## config.mk

```make
export PLATFORM = sky130hd
export DESIGN_NAME = vmem_arbiter_flat
export DESIGN_NICKNAME = d
export VERILOG_FILES = /design/src/rtl/vmem_arbiter_if.sv /design/src/rtl/vmem_arbiter.sv /design/src/flat_wrapper.sv
export SDC_FILE = /design/constraint.sdc
export NUM_CORES = 1
export LEC_CHECK = 0
export ABC_CLOCK_PERIOD_IN_PS = 2400
export CELL_PAD_IN_SITES_DETAIL_PLACEMENT = 1
export CELL_PAD_IN_SITES_GLOBAL_PLACEMENT = 1
export CORE_ASPECT_RATIO = 0.5
export CORE_MARGIN = 1
export CORE_UTILIZATION = 24
export CTS_BUF_LIST = sky130_fd_sc_hd__clkbuf_4 sky130_fd_sc_hd__clkbuf_8 sky130_fd_sc_hd__clkbuf_16
export DETAILED_ROUTE_END_ITERATION = 10
export HOLD_SLACK_MARGIN = 0.05
export PLACE_DENSITY = 0.8
export REMOVE_ABC_BUFFERS = 1
export SYNTH_ARGS = -nofsm -noshare
export SYNTH_HDL_FRONTEND = slang
export SYNTH_SLANG_ARGS = --single-unit
```

## constraint.sdc

```tcl
create_clock -name clk -period 2.4 [get_ports clk]
set_clock_uncertainty 0.1 [all_clocks]
set_input_delay 0.48 -clock clk [delete_from_list [all_inputs] [get_ports clk]]
set_output_delay 0.48 -clock clk [all_outputs]
set_load 0.02 [all_outputs]
```

## src/rtl/vmem_arbiter_if.sv

```systemverilog
// vmem_arbiter_if: bus bundle for vmem_arbiter (VGA read port, writer ports 0/1, frame-buffer port, steal counter); slave = arbiter side, master = environment side
interface vmem_arbiter_if #(
    parameter int ADDR_W = 19,
    parameter int DATA_W = 24
);
    logic              vga_valid;
    logic [ADDR_W-1:0] vga_addr;
    logic [DATA_W-1:0] vga_data;
    logic              req0_valid;
    logic [ADDR_W-1:0] req0_addr;
    logic [DATA_W-1:0] req0_data;
    logic              req0_ready;
    logic              req1_valid;
    logic [ADDR_W-1:0] req1_addr;
    logic [DATA_W-1:0] req1_data;
    logic              req1_ready;
    logic [ADDR_W-1:0] mem_addr;
    logic              mem_we;
    logic [DATA_W-1:0] mem_wdata;
    logic [DATA_W-1:0] mem_rdata;
    logic [15:0]       steal_count;
    modport slave (
        input  vga_valid, vga_addr, req0_valid, req0_addr, req0_data,
               req1_valid, req1_addr, req1_data, mem_rdata,
        output vga_data, req0_ready, req1_ready, mem_addr, mem_we, mem_wdata, steal_count
    );
    modport master (
        output vga_valid, vga_addr, req0_valid, req0_addr, req0_data,
               req1_valid, req1_addr, req1_data, mem_rdata,
        input  vga_data, req0_ready, req1_ready, mem_addr, mem_we, mem_wdata, steal_count
    );
endinterface

```

## src/rtl/vmem_arbiter.sv

```systemverilog
// vmem_arbiter: one-slot-per-cycle frame-buffer arbiter (display reads, round-robin writers, starvation steal); ports: clk, resetn (async active-low), bus (vmem_arbiter_if.slave)
module vmem_arbiter #(
    parameter int ADDR_W       = 19,
    parameter int DATA_W       = 24,
    parameter int STARVE_LIMIT = 15
) (
    input  logic          clk,
    input  logic          resetn,
    vmem_arbiter_if.slave bus
);
    typedef enum logic [1:0] {SLOT_IDLE, SLOT_READ, SLOT_W0, SLOT_W1} slot_e;
    slot_e             slot;
    logic              any_req, steal, gnt1, wr;
    logic [ADDR_W-1:0] addr_c;
    logic              rr_last_q, rr_last_d;
    logic              rd_pend_q, rd_pend_d;
    logic [7:0]        starve_cnt_q, starve_cnt_d;
    logic [15:0]       steal_count_q, steal_count_d;
    logic [DATA_W-1:0] vga_data_q, vga_data_d;
    always_comb begin
        any_req        = bus.req0_valid | bus.req1_valid;
        steal          = any_req && starve_cnt_q == 8'(STARVE_LIMIT);
        gnt1           = (bus.req0_valid && bus.req1_valid) ? !rr_last_q : bus.req1_valid;
        slot           = !resetn ? SLOT_IDLE :
                         (steal || (any_req && !bus.vga_valid)) ? (gnt1 ? SLOT_W1 : SLOT_W0) :
                         bus.vga_valid ? SLOT_READ : SLOT_IDLE;
        wr             = slot == SLOT_W0 || slot == SLOT_W1;
        addr_c         = slot == SLOT_W0 ? bus.req0_addr : slot == SLOT_W1 ? bus.req1_addr : bus.vga_addr;
        bus.mem_addr   = addr_c;
        bus.mem_we     = wr;
        bus.mem_wdata  = slot == SLOT_W1 ? bus.req1_data : bus.req0_data;
        bus.req0_ready = slot == SLOT_W0;
        bus.req1_ready = slot == SLOT_W1;
        bus.vga_data   = vga_data_q;
        bus.steal_count = steal_count_q;
        rr_last_d      = wr ? slot == SLOT_W1 : rr_last_q;
        starve_cnt_d   = (wr || !any_req) ? 8'd0 :
                         starve_cnt_q == 8'(STARVE_LIMIT) ? starve_cnt_q : starve_cnt_q + 8'd1;
        rd_pend_d      = slot == SLOT_READ;
        // mem_rdata only reaches vga_data through this register, keeping it off every combinational output
        vga_data_d     = rd_pend_q ? bus.mem_rdata : vga_data_q;
        steal_count_d  = (steal && wr && steal_count_q != 16'hFFFF) ? steal_count_q + 16'd1 : steal_count_q;
    end
    always_ff @(posedge clk or negedge resetn) begin
        if (!resetn) begin
            rr_last_q     <= 1'b1;
            rd_pend_q     <= 1'b0;
            starve_cnt_q  <= '0;
            steal_count_q <= '0;
            vga_data_q    <= '0;
        end else begin
            rr_last_q     <= rr_last_d;
            rd_pend_q     <= rd_pend_d;
            starve_cnt_q  <= starve_cnt_d;
            steal_count_q <= steal_count_d;
            vga_data_q    <= vga_data_d;
        end
    end
endmodule

```

## src/flat_wrapper.sv

```systemverilog
// flat-port wrapper written by rule: the top's interface ports become plain ports
module vmem_arbiter_flat 
#(
    parameter int ADDR_W       = 19,
    parameter int DATA_W       = 24,
    parameter int STARVE_LIMIT = 15
)
  (clk, resetn, bus_vga_valid, bus_vga_addr, bus_req0_valid, bus_req0_addr, bus_req0_data, bus_req1_valid, bus_req1_addr, bus_req1_data, bus_mem_rdata, bus_vga_data, bus_req0_ready, bus_req1_ready, bus_mem_addr, bus_mem_we, bus_mem_wdata, bus_steal_count);
  vmem_arbiter_if #(.ADDR_W(ADDR_W), .DATA_W(DATA_W)) bus_i ();
  input  logic clk;
  input  logic resetn;
  input wire logic [$bits(bus_i.vga_valid)-1:0] bus_vga_valid;
  input wire logic [$bits(bus_i.vga_addr)-1:0] bus_vga_addr;
  input wire logic [$bits(bus_i.req0_valid)-1:0] bus_req0_valid;
  input wire logic [$bits(bus_i.req0_addr)-1:0] bus_req0_addr;
  input wire logic [$bits(bus_i.req0_data)-1:0] bus_req0_data;
  input wire logic [$bits(bus_i.req1_valid)-1:0] bus_req1_valid;
  input wire logic [$bits(bus_i.req1_addr)-1:0] bus_req1_addr;
  input wire logic [$bits(bus_i.req1_data)-1:0] bus_req1_data;
  input wire logic [$bits(bus_i.mem_rdata)-1:0] bus_mem_rdata;
  output wire logic [$bits(bus_i.vga_data)-1:0] bus_vga_data;
  output wire logic [$bits(bus_i.req0_ready)-1:0] bus_req0_ready;
  output wire logic [$bits(bus_i.req1_ready)-1:0] bus_req1_ready;
  output wire logic [$bits(bus_i.mem_addr)-1:0] bus_mem_addr;
  output wire logic [$bits(bus_i.mem_we)-1:0] bus_mem_we;
  output wire logic [$bits(bus_i.mem_wdata)-1:0] bus_mem_wdata;
  output wire logic [$bits(bus_i.steal_count)-1:0] bus_steal_count;
  assign bus_i.vga_valid = bus_vga_valid;
  assign bus_i.vga_addr = bus_vga_addr;
  assign bus_i.req0_valid = bus_req0_valid;
  assign bus_i.req0_addr = bus_req0_addr;
  assign bus_i.req0_data = bus_req0_data;
  assign bus_i.req1_valid = bus_req1_valid;
  assign bus_i.req1_addr = bus_req1_addr;
  assign bus_i.req1_data = bus_req1_data;
  assign bus_i.mem_rdata = bus_mem_rdata;
  assign bus_vga_data = bus_i.vga_data;
  assign bus_req0_ready = bus_i.req0_ready;
  assign bus_req1_ready = bus_i.req1_ready;
  assign bus_mem_addr = bus_i.mem_addr;
  assign bus_mem_we = bus_i.mem_we;
  assign bus_mem_wdata = bus_i.mem_wdata;
  assign bus_steal_count = bus_i.steal_count;
  vmem_arbiter #(.ADDR_W(ADDR_W), .DATA_W(DATA_W), .STARVE_LIMIT(STARVE_LIMIT)) u_core (.clk(clk), .resetn(resetn), .bus(bus_i));
endmodule
```

==> flow_summary.yaml, run 1 <==
synthesis:
  muxShareOfSynthArea: 0.1932
  netlist_instances: 300
  synth_warnings: 0
  synth_edf_count: 0
  avgSynthCellArea_sq_um: 10.08
  yosys.area.top_type: "dfrtp_1"
  seq_area_frac_synth: 0.4141
  async_flop_share: 1.000
  yosysTopAreaCellShare: 0.4055
  synth_adder_area_share: 0.008275
  netlist_area_sq_um: 3024
  synth_xor_area_frac: 0.04344
  ys_ff_latch: 50
  yosys-top-cells-count: "50 x mux2_2, 49 x dfrtp_1, 28 x nand4_1"
  synth-simple-area-share: 0.1878
  synthTopCellsByArea: "dfrtp_1 41%, mux2_2 19%, nand4_1 5.8%"
  yosysMostFrequentCell: "mux2_2"
  synth_compound_area_frac: 0.1129
  ys_types: 41
  synth_top_family_by_area: "multiplexers"
  ys.flop_type: "dfrtp_1"
critical_path:
  crit_required_ps: 1820
  critPathLaunchType: "flip-flop"
  cp_max_fo: 12
  startpoint: "u_core.starve_cnt_q[0]"
  cp-end-kind: "primary output"
  reg2regPathDepth: 6
  r2r-start: "u_core.starve_cnt_q[5]"
  arrival_ps: 2160
  path_class: "flip-flop to primary output"
  r2r_setup_slack_ps: 20
timing:
  rsz0062_at_grt: "true"
  max_freq_mhz: 364.6
  finalSetupViolCount: 45
  hold_viol_final: 0
  setup_slack_ps: -342.9
  worstMarginPinSlew_ps: 459.9
  drv_slew: 0
  fin_crit_sh: 1.143
  slew_headroom: 0.6934
  period_minus_slack_ps: 2743
clock_network:
  clk_latency_ps: 290
  cts_max_path_buffers: 2
  cts.sinks: 50
  cts_tree: "built"
  clkTransAtPathRegs_ps: 70
  numCtsBuffers: 5
  cts_root_buffer: "clkbuf_16"
  htreeDepth: 2
power:
  p_leak_nw: 2.451
  ir_drop_uv: 270.3
  cellPowerDensity_nw_per_um2: 460.1
  design_power_total_w: 0.002773
die:
  die_area_sq_um: 13080
  initial_core_util: 0.2509
  ios: 220
  rows: 28
  die_w_microns: 160.8
  die_h_microns: 81.38
  core-area_sq_um: 12050
place:
  place.detailed.hpwl_microns: 9460
  gp_congestion: 0.7825
  dp.cells: 697
  port_buffers: 219
layout:
  layout.nets: 690
  diodes: 0
  area_delta_synth_final_pct: 99.30
  finish.utilization: 0.5001
  fin_cells: 720
  layout-drive-gt1-share: 0.3261
outcome:
  violations: "negative setup slack"
  status: "finished with violations"
route:
  antenna_left: 0
  dr.pass1.iters: 4
  drc: 0
  num_vias: 3571
  wirelength_microns: 13790
  avgRoutedWirePerCell_microns: 19.15
  drt_iter0_drc: 57
  vias_per_cell: 4.960
job:
  maxCapViolations: 0
global_routing:
  grt_max_degree: 50
  grt_pass1_vias: 3800
  grt.overflow.total: 0
  antenna_found_initial: 0
  grt_use_total: 0.1999
  grt_pass1_wl_microns: 20290
worst_hold_path:
  min_path_type: "input pin to asynchronous set/reset pin"
[worst paths after layout]
check / to
max: bus_mem_addr[17]
min: u_core.bus.steal_count[1]
max reg2reg: u_core.bus.steal_count[1]
min reg2reg: u_core.bus.vga_data[17]
max in group asynchronous: u_core.starve_cnt_q[3]
min in group clk: u_core.bus.vga_data[17]
[power breakdown]
group,switching [W],total [W],internal [W]
clock network,0.000328,0.000748,0.000419
logic,0.000481,0.00107,0.000585
registers,0.0000383,0.000959,0.000921
total,0.000848,0.00277,0.00193
[critical path: stages, from the launching register on]
cell and delay (ps):
dfrtp_1 380, ha_2 200, and4_4 200, a21oi_4 200
buf_6 170, clkbuf_16 170, o21ai_0 140, a31oi_1 220
buf_4 170
[cell families after synthesis]
logic type,after synthesis
compound gates,57
xor+xnor,15
fa+ha+maj,2
buf+inv,27
flops,50
mux,52
simple gates,97
[per-stage QoR]
| stage | setup WS, ps | TNS (ps) | hold slack [ps] | cell area (sq um) |
|---|---|---|---|---|
| 6_report | -342.9 | -11240 | 203.7 | 6027 |
| 5_1_grt | -413.5 | -14980 | 243.9 | 6027 |
| 4_1_cts | -319.1 | -12030 | 294.9 | 5906 |
| 3_5_place_dp | -797.6 | -33310 | 350.8 | 5602 |
| 3_3_place_gp | -799.7 | -33720 | 333.9 | 5602 |
| 2_1_floorplan | -691.8 | -26570 | 84.41 | 2918 |
[layout by cell type (no fill, tap or decap), types with 2 or more instances in the layout]
cell               n
a31oi_1           13
nor3_2             2
a31oi_4            2
o21ai_0           13
dfrtp_1           49
buf_12             3
mux2_4            13
nor3_1            24
a31oi_2            6
buf_2             13
a21oi_1            5
clkdlybuf4s50_1  170
buf_6             25
inv_1              3
nand3_1            7
buf_4             51
xnor2_1            8
mux2_2            38
o21ai_1           10
nand2_1            9
clkbuf_16          6
or2_4              3
nor2_4             2
and3_1             4
buf_8              2
xor2_1             7
nor4_4             2
dlygate4sd2_1      2
nand4_1           28
nor2_1            10
[state kept, by name, summed over array words and instances (netlist names)]
register,flops
u_core.bus.vga_data,24
u_core.bus.steal_count,16
u_core.starve_cnt_q,8
u_core.rd_pend_q,1
u_core.rr_last_q,1
[final cells by class]
| type | instances | area (sq um) |
|---|---|---|
| Clock buffer | 6 | 138.9 |
| Inverter | 4 | 15.01 |
| Tap cell | 165 | 206.4 |
| Timing Repair Buffer | 268 | 2574 |
| Fill cell | 1323 | 6025 |
| Sequential cell | 50 | 1252 |
| Clock inverter | 2 | 16.27 |
| Multi-Input combinational cell | 225 | 1824 |
[routing by layer]
metal | routed length (microns) | vias up | part of all wire | global-route usage
met2 | 6921 | 146 | 0.50 | 0.3584
met1 | 5644 | 1753 | 0.41 | 0.2316
met3 | 765 | 30 | 0.055 | 0.04545
met4 | 454 | 0 | 0.033 | 0.09245
li1 | - | 1642 | - | -
met5 | 0 | - | 0 | 0
[repair_timing]
item / 4_1_cts / 5_1_grt
hold endpoints to repair: 4 / 0
cloned: 5 / 2
setup buffers: 6 / 4
hold buffers: 1 / 0
pin swaps: 6 / 16
setup endpoints to repair: 46 / 52
gates resized for setup: 280 / 39
(Power assumes the default switching activity.)
==> run 2, diff against run 1 <==
--- a/config.mk
+++ b/config.mk
@@ -14,6 +14,7 @@
 export CTS_BUF_LIST = sky130_fd_sc_hd__clkbuf_4 sky130_fd_sc_hd__clkbuf_8 sky130_fd_sc_hd__clkbuf_16
 export DETAILED_ROUTE_END_ITERATION = 10
 export HOLD_SLACK_MARGIN = 0.05
+export MAX_ROUTING_LAYER = met4
 export PLACE_DENSITY = 0.8
 export REMOVE_ABC_BUFFERS = 1
 export SYNTH_ARGS = -nofsm -noshare
==> run 2 against run 1 <==
Effect of this change: the flow still finishes with violations (negative setup slack); sequential power barely moved; maximum frequency is 0.78% higher; routed wire length shrank 0.25%; non-clock buffer count did not move; combinational power is essentially flat; register-to-register slack about the same; first-iteration DRC count up 47%; hold slack worse by 2.6 ps; final area did not move; clock power is essentially flat; sequential share of layout area did not move; critical endpoint unchanged; highest routed layer unchanged.
==> flow_summary.yaml, run 2 (synthesis results as in run 1) <==
place:
  port_buffers: 219
  dp.cells: 697
  place.detailed.hpwl_microns: 9460
  dpl_cell_area_sq_um: 5602
  gp_congestion: 0.7933
power:
  combPwrFrac: 0.385
  ir_drop_uv: 270.5
  switching_share: 0.3054
  pwr-share-seq: 0.346
  cellPowerDensity_nw_per_um2: 459.9
  p_leak_nw: 2.451
  p_int_w: 0.001925
  power_frac_clock: 0.269
  p_sw_w: 0.0008465
critical_path:
  critPathLaunchType: "flip-flop"
  path_class: "flip-flop to primary output"
  cp_max_fo: 12
  crit_required_ps: 1820
  cp-end-kind: "primary output"
  arrival_ps: 2140
layout:
  largest_register_ffs: 24
  final_common_cell: "clkdlybuf4s50_1"
  area_delta_synth_final_pct: 99.30
  final_cell_mix: "170 x clkdlybuf4s50_1, 51 x buf_4, 49 x dfrtp_1, 38 x mux2_2, 28 x nand4_1"
  layout.nets: 690
  layout-drive-gt1-share: 0.3261
  final.fill_count: 1323
  fin_cells: 720
  diodes: 0
  post-route-cell-area_sq_um: 6027
clock_network:
  cts.sinks: 50
  clkTransAtPathRegs_ps: 70
  cts_root_buffer: "clkbuf_16"
  numCtsBuffers: 5
  htreeDepth: 2
  cts_tree: "built"
  clk_latency_ps: 290
  cts_max_path_buffers: 2
outcome:
  violations: "negative setup slack"
  status: "finished with violations"
route:
  avgRoutedWirePerCell_microns: 19.10
  dr.pass1.iters: 4
  drc: 0
  wirelength_microns: 13750
  num_vias: 3576
  vias_per_cell: 4.967
  antenna_left: 0
  drt_iter0_drc: 84
die:
  die_h_microns: 81.38
  die_w_microns: 160.8
  rows: 28
  ios: 220
  core-area_sq_um: 12050
  die_area_sq_um: 13080
  initial_core_util: 0.2509
global_routing:
  grt_pass1_wl_microns: 20280
  grt_pass1_vias: 3809
  grt_use_total: 0.2061
  antenna_found_initial: 0
  grt.overflow.total: 0
  grt_max_degree: 50
timing:
  drv_slew: 0
  period_minus_slack_ps: 2722
  rsz0062_at_grt: "true"
  max_freq_mhz: 367.4
  finalSetupViolCount: 45
  fin_crit_sh: 1.134
  slew_headroom: 0.6946
  setup_slack_ps: -321.6
  worstMarginPinSlew_ps: 458.1
  hold_viol_final: 0
worst_hold_path:
  min_path_type: "input pin to asynchronous set/reset pin"
job:
  maxCapViolations: 0
## run 2: cell counts in the layout (fill, tap and decap cells not counted)
No cell type changed its count.
## run 2: repair_timing
action                                  4_1_cts  5_1_grt
resized for setup                           280       39
endpoints found under the setup margin       46       52
pin swaps                                     6       16
hold endpoints to repair                      4        0
hold buffers                                  1        0
cloned                                        5        2
buffers inserted                              6        4
## run 2: final cells by class
cell class	instances	area, sq um	area share
timing repair buffer	268	2574	0.4270
clock buffer	6	138.9	0.02304
clock inverter	2	16.27	0.002699
multi-input combinational	225	1824	0.3027
sequential	50	1252	0.2078
tap	165	206.4	0.03425
inverter	4	15.01	0.002491
## run 2: worst max-delay path: stages (launching register included)
cell	delay (ps)
dfrtp_1	380
ha_2	200
and4_4	200
a21oi_4	190
buf_6	170
clkbuf_16	170
o21ai_0	130
a31oi_1	220
buf_4	180
## run 2: path summary, 6_finish.rpt
check	startpoint	end	slack (ps)	depth (start not counted)
max	u_core.starve_cnt_q[0]	bus_mem_addr[17]	-320	8
min	resetn	u_core.bus.steal_count[1]	200	2
max reg2reg	u_core.starve_cnt_q[5]	u_core.bus.steal_count[1]	30	6
min reg2reg	u_core.bus.vga_data[17]	u_core.bus.vga_data[17]	410	1
max in group asynchronous	resetn	u_core.starve_cnt_q[3]	1460	3
min in group clk	u_core.bus.vga_data[17]	u_core.bus.vga_data[17]	410	1
## run 2: routing by layer
layer	vias to the layer above	GRT usage	routed length [microns]
met3	30	0.03728	632
met2	145	0.3606	6949
met1	1758	0.2353	5731
met4	0	0.09245	437
met5	-	-	0
li1	1643	-	-
## run 2: power groups by stage
| stage | clock [W] | sequential (W) | combinational (W) |
|---|---|---|---|
| after global placement | 0 | 0.000971 | 0.000980 |
| after detailed placement | 0 | 0.000976 | 0.000996 |
| after floorplan | 0 | 0.00106 | 0.000294 |
| after CTS | 0.000770 | 0.000959 | 0.00103 |
| final | 0.000746 | 0.000959 | 0.00107 |
| after global routing | 0.000816 | 0.000969 | 0.00113 |
## run 2: stage by stage
step / utilization / worst slack [ps] / TNS (ps) / power [W] / hold slack (ps)
2_1_floorplan: - / -691.8 / -26570 / 0.001356 / 84.41
3_3_place_gp: 0.4648 / -799.7 / -33720 / 0.001950 / 333.9
3_5_place_dp: 0.4648 / -797.6 / -33310 / 0.001971 / 350.8
4_1_cts: 0.4900 / -319.1 / -12030 / 0.002756 / 294.9
5_1_grt: 0.5001 / -414.0 / -15010 / 0.002916 / 244.7
6_report: 0.5001 / -321.6 / -11030 / 0.002772 / 201.2
